--- config.mk ---
export PLATFORM = sky130hd
export DESIGN_NAME = lsu_stage
export DESIGN_NICKNAME = d
export VERILOG_FILES = /design/src/rtl/lsu_stage.sv
export SDC_FILE = /design/constraint.sdc
export NUM_CORES = 1
export LEC_CHECK = 0
export BUFFER_PORTS_ARGS = -buffer_cell sky130_fd_sc_hd__buf_2
export CAP_MARGIN = 20
export CORE_MARGIN = 2
export CORE_UTILIZATION = 53
export DETAILED_ROUTE_END_ITERATION = 10
export HOLD_SLACK_MARGIN = 0.12
export PLACE_DENSITY = 0.86
export SETUP_SLACK_MARGIN = 0.2
export SLEW_MARGIN = 40
export SYNTH_ARGS = -nofsm -noshare
export SYNTH_HDL_FRONTEND = slang
export SYNTH_SLANG_ARGS = --single-unit
--- constraint.sdc ---
create_clock -name clk -period 3.8 [get_ports clk]
set_clock_uncertainty 0.15 [all_clocks]
set_input_delay 0.38 -clock clk [delete_from_list [all_inputs] [get_ports clk]]
set_output_delay 0.38 -clock clk [all_outputs]
set_load 0.01 [all_outputs]
--- src/rtl/lsu_stage.sv ---
// Memory-access stage: passes ALU results to the register file, or runs one load/store on a req/ack bus.
// Optional build macro MISALIGN_TRAP_EN: misaligned half/word accesses raise exc_o instead of going to the bus.
module lsu_stage (
  input  logic        clk,
  input  logic        rst_,
  input  logic        valid_i,
  input  logic [1:0]  mem_op_i,
  input  logic [1:0]  size_i,
  input  logic        unsigned_i,
  input  logic [31:0] addr_i,
  input  logic [31:0] sdata_i,
  input  logic        rd_we_i,
  input  logic [4:0]  rd_i,
  output logic        stall_o,
  output logic        bus_req_o,
  output logic        bus_we_o,
  output logic [31:0] bus_addr_o,
  output logic [31:0] bus_wdata_o,
  output logic [3:0]  bus_be_o,
  input  logic        bus_ack_i,
  input  logic [31:0] bus_rdata_i,
  output logic        we_o,
  output logic [4:0]  waddr_o,
  output logic [31:0] wdata_o,
  output logic        exc_o
);

  typedef enum logic {IDLE, BUS} state_t;

  localparam logic [1:0] OP_LOAD  = 2'b01;
  localparam logic [1:0] OP_STORE = 2'b10;
  localparam logic [1:0] SZ_BYTE  = 2'b00;
  localparam logic [1:0] SZ_HALF  = 2'b01;

  state_t      state, state_nxt;
  logic        bus_req_nxt, bus_we_nxt, we_nxt, exc_nxt, accept_mem;
  logic [31:0] bus_addr_nxt, bus_wdata_nxt, wdata_nxt;
  logic [3:0]  bus_be_nxt;
  logic [4:0]  waddr_nxt;
  logic        is_mem, misaligned;

  logic [1:0]  size_p0;
  logic        uns_p0;
  logic [1:0]  off_p0;
  logic        rd_we_p0;
  logic [4:0]  rd_p0;

  function automatic logic [3:0] byte_en(input logic [1:0] size, input logic [1:0] off);
    case (size)
      SZ_BYTE: byte_en = 4'b0001 << off;
      SZ_HALF: byte_en = off[1] ? 4'b1100 : 4'b0011;
      default: byte_en = 4'b1111;
    endcase
  endfunction

  function automatic logic [31:0] store_lanes(input logic [1:0] size, input logic [31:0] sdata);
    case (size)
      SZ_BYTE: store_lanes = {4{sdata[7:0]}};
      SZ_HALF: store_lanes = {2{sdata[15:0]}};
      default: store_lanes = sdata;
    endcase
  endfunction

  // Selects the addressed lane of the read word and extends it to 32 bits.
  function automatic logic [31:0] load_extend(input logic [1:0] size, input logic uns,
                                              input logic [1:0] off, input logic [31:0] rdata);
    logic signed [7:0]  b;
    logic signed [15:0] h;
    case (off)
      2'd0:    b = rdata[7:0];
      2'd1:    b = rdata[15:8];
      2'd2:    b = rdata[23:16];
      default: b = rdata[31:24];
    endcase
    h = off[1] ? rdata[31:16] : rdata[15:0];
    case (size)
      SZ_BYTE: load_extend = uns ? {24'd0, b} : {{24{b[7]}}, b};
      SZ_HALF: load_extend = uns ? {16'd0, h} : {{16{h[15]}}, h};
      default: load_extend = rdata;
    endcase
  endfunction

  assign is_mem  = (mem_op_i == OP_LOAD) || (mem_op_i == OP_STORE);
  assign stall_o = (state == BUS);

`ifdef MISALIGN_TRAP_EN
  assign misaligned = ((size_i == SZ_HALF) && addr_i[0]) ||
                      ((size_i[1] == 1'b1) && (addr_i[1:0] != 2'b00));
`else
  assign misaligned = 1'b0;
`endif

  always_comb begin
    state_nxt     = state;
    bus_req_nxt   = bus_req_o;
    bus_we_nxt    = bus_we_o;
    bus_addr_nxt  = bus_addr_o;
    bus_wdata_nxt = bus_wdata_o;
    bus_be_nxt    = bus_be_o;
    we_nxt        = 1'b0;
    waddr_nxt     = waddr_o;
    wdata_nxt     = wdata_o;
    exc_nxt       = 1'b0;
    accept_mem    = 1'b0;
    case (state)
      IDLE: begin
        if (valid_i) begin
          if (is_mem) begin
            if (misaligned) begin
              exc_nxt = 1'b1;
            end else begin
              accept_mem    = 1'b1;
              state_nxt     = BUS;
              bus_req_nxt   = 1'b1;
              bus_we_nxt    = (mem_op_i == OP_STORE);
              bus_addr_nxt  = {addr_i[31:2], 2'b00};
              bus_be_nxt    = byte_en(size_i, addr_i[1:0]);
              bus_wdata_nxt = store_lanes(size_i, sdata_i);
            end
          end else begin
            we_nxt    = rd_we_i && (rd_i != 5'd0);
            waddr_nxt = rd_i;
            wdata_nxt = addr_i;
          end
        end
      end
      BUS: begin
        // EX inputs are ignored here; upstream holds them until stall_o drops.
        if (bus_ack_i) begin
          state_nxt   = IDLE;
          bus_req_nxt = 1'b0;
          if (!bus_we_o) begin
            we_nxt    = rd_we_p0 && (rd_p0 != 5'd0);
            waddr_nxt = rd_p0;
            wdata_nxt = load_extend(size_p0, uns_p0, off_p0, bus_rdata_i);
          end
        end
      end
      default: state_nxt = IDLE;
    endcase
  end

  always_ff @(posedge clk) begin
    if (rst_) begin
      state       <= IDLE;
      bus_req_o   <= 1'b0;
      bus_we_o    <= 1'b0;
      bus_addr_o  <= 32'd0;
      bus_wdata_o <= 32'd0;
      bus_be_o    <= 4'd0;
      we_o        <= 1'b0;
      waddr_o     <= 5'd0;
      wdata_o     <= 32'd0;
      exc_o       <= 1'b0;
    end else begin
      state       <= state_nxt;
      bus_req_o   <= bus_req_nxt;
      bus_we_o    <= bus_we_nxt;
      bus_addr_o  <= bus_addr_nxt;
      bus_wdata_o <= bus_wdata_nxt;
      bus_be_o    <= bus_be_nxt;
      we_o        <= we_nxt;
      waddr_o     <= waddr_nxt;
      wdata_o     <= wdata_nxt;
      exc_o       <= exc_nxt;
    end
  end

  // Access attributes needed at ack time, captured at acceptance.
  always_ff @(posedge clk) begin
    if (accept_mem) begin
      size_p0  <= size_i;
      uns_p0   <= unsigned_i;
      off_p0   <= addr_i[1:0];
      rd_we_p0 <= rd_we_i;
      rd_p0    <= rd_i;
    end
  end

endmodule

### Word level (Yosys, flattened, before mapping)

Cells that the tools add are included.

| storage, ports and cells | value |
|---|---|
| bits in registers | 118 |
| output and inout bits | 110 |
| word-level logic and storage cells | 70 |

| cells by class | value |
|---|---|
| eq/ne operators | 11 |
| shifts and indexed selects | 1 |
| muxes and demuxes | 32 |
| bitwise logic cells | 1 |
| reduce and logical (&&, ||, !) cells | 11 |

Operators by type and width:

| kind | number |
|---|---|
| 32-bit two-way mux | 6 |
| 32-bit one-hot mux with 2 select lines | 3 |
| 8-bit one-hot mux with 3 select lines | 1 |
| 5-bit two-way mux | 4 |
| 16-bit two-way mux | 1 |
| 1-bit two-way mux | 11 |
| 2-bit inequality test, second input constant | 5 |
| 5-bit one-hot mux with 2 select lines | 1 |
| 5-bit nonzero test | 2 |
| 2-bit by 1-bit == test with 1-bit output, second input constant | 4 |
| 4-bit one-hot mux with 2 select lines | 1 |
| 2-bit logical NOT | 3 |
| 1-bit one-hot mux with 2 select lines | 3 |
| 3-bit AND reduction | 2 |
| 2-bit == test, second input constant | 2 |
| 4-bit two-way mux | 1 |
| 4-bit AND reduction | 1 |
| 1-bit by 2-bit << shifter with 4-bit output, first input constant | 1 |
| 1-bit logical AND | 2 |
| 1-bit logical OR | 1 |
| 1-bit inverter | 1 |

### Logic depth before layout (Yosys ltp)

| logic depth | value |
|---|---|
| word-level depth | 7 |
| gate-level depth with buffers | 9 |
| mapped depth without buffers | 6 |

### Least setup slack after synthesis

No wires, ideal clock.

| path | value |
|---|---|
| path type | in2reg |
| start | input mem_op_i[0] |
| end | register off_p0[0], enable pin |
| setup time | 335 ps |
| arrival | 1670 ps |
| required time | 3315 ps |
| path slack | 1645 ps |
| stages | 7 |
| path through | inv_1 -> ha_1 -> or3b_1 -> buf_2 -> inv_2 -> buf_4 -> buf_2 |

| between the ends | value |
|---|---|
| longest elaborated chain between the ends | 5 |
| elaborated cells between the ends (all ways) | 6 |

Ends and longest elaborated chain:

| item | RTL line | source |
|---|---|---|
| start, declared | 7 | `input logic [1:0] mem_op_i,` |
| 2-bit by 1-bit == test with 1-bit output / 2-bit == test (equally long branches) | 83 | `assign is_mem = (mem_op_i == OP_LOAD) \|\| (mem_op_i == OP_STORE);` |
| 1-bit logical OR * | 83 |  |
| 1-bit two-way mux * | 108 | `if (is_mem) begin` |
| 1-bit two-way mux * | 107 | `if (valid_i) begin` |
| 1-bit two-way mux * | 105 | `case (state)` |
| via accept_mem | 36 | `logic bus_req_nxt, bus_we_nxt, we_nxt, exc_nxt, accept_mem;` |
| end signal, assigned | 174 | `off_p0 <= addr_i[1:0];` |
| end, declared | 44 | `logic [1:0] off_p0;` |

Mark *: on every way through the listed nets, which the timed path passes. The rest lies on a longest branch.
A chain may end at the register's enable or synchronous reset.

### Final worst setup path

| path | value |
|---|---|
| start | register state (netlist: stall_o) |
| end | register wdata_o[26] |

| between the ends | value |
|---|---|
| longest elaborated chain between the ends | 3 |
| elaborated cells between the ends (all ways) | 7 |

Ends and longest elaborated chain:

| item | RTL line | source |
|---|---|---|
| start, declared | 35 | `state_t state, state_nxt;` |
| start signal, assigned | 156 | `state <= state_nxt;` |
| 1-bit inverter (no source line) | -- |  |
| 2-bit inequality test (no source line) | -- |  |
| 4-bit AND reduction (no source line) | -- |  |
| end signal, assigned | 164 | `wdata_o <= wdata_nxt;` |
| end, declared | 24 | `output logic [31:0] wdata_o,` |

Parallel ways exist; a longest one is shown, timed or not.

==> impl_results.md <==
- Number of buffers and inverters on the critical path: 0
- Largest family of logic cells by synthesized area: compound AO/OA/AOI/OAI gates
- Type of the worst setup path: reg2reg
- Cell family contributing the most delay on the critical path: simple AND/OR/NAND/NOR gates
- Horizontal die dimension: 107 um
- First DRT Iteration DRCs: 560
- Clock insertion delay at the later pin of the skew report: 0.51 ns
- Fin. max-slew vios: 0
- TritonCTS clock tree: done
- Unrepaired setup endpoints after global routing: no
- Post-synthesis instance area: 5600 um^2
- Slew at the pin closest to its max-slew limit: 0.755 ns
- Via density per instance: 5.88
- Cell taking the most area after synthesis: sky130_fd_sc_hd__dfxtp_1
- Total global routing track utilization: a little over a third
- Hold Crit Endpoint: wdata_o[2]$_SDFFE_PP0P_
- Library cells used by synthesis: 46
- Simple logic cell fraction of the synthesized area: roughly 17%
- Overall die area: 11400 um^2
- Reg-to-reg critical path endpoint: wdata_o[26]$_SDFFE_PP0P_
- Main area contributors after synthesis: sky130_fd_sc_hd__dfxtp_1, sky130_fd_sc_hd__nand2_1, sky130_fd_sc_hd__a21oi_1
- Clock Sinks: 118
- Total power divided by cell area: 457 nW/um^2
- Run status: completed
- Antenna diodes: 0
- Final period util: about 70%
- Hold violation total from the final report: 0
- Worst EP required: between 4 and 5 ns
- Number of rows created at floorplan: 37
- Number of placed cells counting well taps: approximately 960
- Hold path cells: 3
- Final setup TNS: 0 ns
- Critical hold path startpoint: bus_rdata_i[2]
- Leakage power: ~3.5 nW
- EDFF count, synth: 11
- Post-route antenna net violation count: 0
- Power Total: 3.72 mW
- Max_slew headroom: around half
- Register-to-register path setup slack: 1.14 ns
- Number of search-and-repair iterations in the first detailed-routing pass: 7
- Average detailed-routed wire length per instance: 18.9 um
- Share of cell area taken by muxes after synthesis: 5.23%
- Crit-path slowest cell: sky130_fd_sc_hd__nand2_2
- Vias: 6337
- Starting density of the core: around 55%
- Total DRC errors in the routed layout: 0
- Total gr overflow: 0
- Adder-cell share of the synthesized area: less than 1%
- Maximum ir drop on the vdd rail: 0.279 mV
- Avg Synthesized Cell Area: 8.60 um^2
- Synthesized instance count: between 600 and 700
- Count of instances resized after the clock tree is built: 0
- Xor/xnor cell area share of the yosys netlist: 0%
- Wire length of the first global-routing pass: 31700 um
- Share of final-layout standard cells stronger than drive strength 1: ~30%
- Clock transition at the registers of the reported paths: 0.06 ns
- Ys Warns: 0
- Critical path fanouts, max: 37
- Crit start category: register
- Asr flop ratio synth: 0%
- I/O Buffers: 217
- GPL Wtd Cong: 0.921
- Post-layout min period: approximately 2.7 ns
- Critical Path Sink Type: register
- Number of synthesized register bits: roughly 120
- Post-CTS Hold Fix Bufs: 90
- Synth Area in Compound Gates: 26.3%
- Share of Yosys cell area claimed by the top area cell type: 38.2%
- Post-DP HPWL: between 10000 and 15000 um
- Buffer type at the clock tree root: sky130_fd_sc_hd__clkbuf_8
- Max_cap viols: 0
- Number of CTS-inserted buffers: 17
- Post-layout net count: 1041
- Type of the worst min-delay path: in2reg
- Vias in the first global route: 6169
- Maximum operating frequency: 376 MHz
- Number of buffers on the longest clock path: 2
- Number of levels in the clock H-tree: 4
- Post-synthesis to final-layout area growth: 45.5%
- Standard cell core area: 10300 um^2
- Largest net degree at the start of global routing: 96
- Sequential area share after synthesis: 44.1%
- List of cells traversed by the critical path: nand3b_1 -> nand2_2 -> nor2_1 -> a2111oi_0
- Number of post-CTS setup repair buffers: 0
- Top Ports: 221
- Die height: 107 um
- Commonest cells post-synth: sky130_fd_sc_hd__nand2_1, sky130_fd_sc_hd__dfxtp_1, sky130_fd_sc_hd__a21oi_1
- Delay of the slowest cell on the worst path: 0.71 ns
- Setup violations, final: 0
- Final wirelength: just over 20000 um
- Non-filler cells, final: 1078
- Data arrival time of the worst path: 2.88 ns
- Logic depth of the worst register-to-register path: 4
- Antenna violations before repair: 0
- Count leader, synth: sky130_fd_sc_hd__nand2_1
- R2R Path Start: stall_o$_SDFF_PP0_
- Dominant synthesized flop cell: sky130_fd_sc_hd__dfxtp_1
## layout make-up
class,instances,area (um^2)
flip-flops and latches,118,2470
clock buffers,21,470
repair buffers,315,2060
clock inverters,11,120
fillers,648,2120
inverters,23,86.3
well taps,136,170
multi-input cells,454,2770
## worst max-delay path by stage
stage,from,endpoint,cells past startpoint
floorplan,mem_op_i[0],off_p0[0]$_DFFE_PP_,7
global placement,mem_op_i[0],wdata_o[17]$_SDFFE_PP0P_,7
detailed placement,off_p0[1]$_DFFE_PP_,wdata_o[21]$_SDFFE_PP0P_,6
CTS,off_p0[1]$_DFFE_PP_,wdata_o[21]$_SDFFE_PP0P_,6
global route,stall_o$_SDFF_PP0_,wdata_o[26]$_SDFFE_PP0P_,4
finish,stall_o$_SDFF_PP0_,wdata_o[26]$_SDFFE_PP0P_,4
## state kept, by name, indices dropped and copies added (netlist names)
signal / cells
bus_req_o: 1
stall_o: 1
uns_p0: 1
we_o: 1
bus_we_o: 1
size_p0: 2
waddr_o: 5
off_p0: 2
rd_we_p0: 1
bus_addr_o: 30
bus_be_o: 4
wdata_o: 32
bus_wdata_o: 32
rd_p0: 5
## power by group
part	switching, mW	internal [mW]	leakage (nW)
combinational	0.402	0.305	2.28
sequential	0.0685	1.36	0.981
clock	0.583	1.01	0.286
total	1.05	2.67	3.55
## stage by stage
step / setup WS, ns / utilization, % / area, um^2 / hold slack [ns]
6_report: 1.14 / 79.3 / 8150 / 0.152
5_1_grt: 0.909 / 79.3 / 8150 / 0.143
4_1_cts: 1.11 / 79.2 / 8140 / 0.121
3_5_place_dp: 1.14 / 64.7 / 6650 / 0.296
3_3_place_gp: 1.24 / 64.7 / 6650 / 0.290
2_1_floorplan: 1.64 / - / 5610 / 0.326
## logic make-up (layout without fill, tap and decap cells)
kind of cell             after synthesis  in the layout
AND/OR/NAND/NOR                      228            228
AO/OA/AOI/OAI                        194            194
flip-flops                           118            118
buffers and inverters                 81            370
multiplexers                          28             28
adder cells (fa/ha/maj)                1              1
other                                  1              3
## metal layers
layer | global-route usage [%] | wire length [um] | up-vias
li1 | - | - | 2868
met1 | 42.8 | 7720 | 2962
met2 | 60.7 | 10000 | 432
met3 | 8.69 | 1870 | 75
met4 | 14.4 | 760 | 0
met5 | 0 | 0 | -
## worst register-to-register path, delay by kind of cell (launching register included)
kind,cells,cell delay [ns]
AOI/OAI and AO/OA,1,0.45
and+or+nand+nor,3,1.43
DFF,1,0.49
## layout by cell type, fill, tap and decap left out, drive strengths merged, types with 14 or more instances in the layout
master       instances
mux2i               27
nor2                69
o22ai               14
clkbuf              21
dfxtp              107
a2111oi             16
a211oi              21
nand2              125
inv                 25
o21ai               19
a21oi               71
buf                225
dlygate4sd3         90
Power figures use the tool's default switching activity.
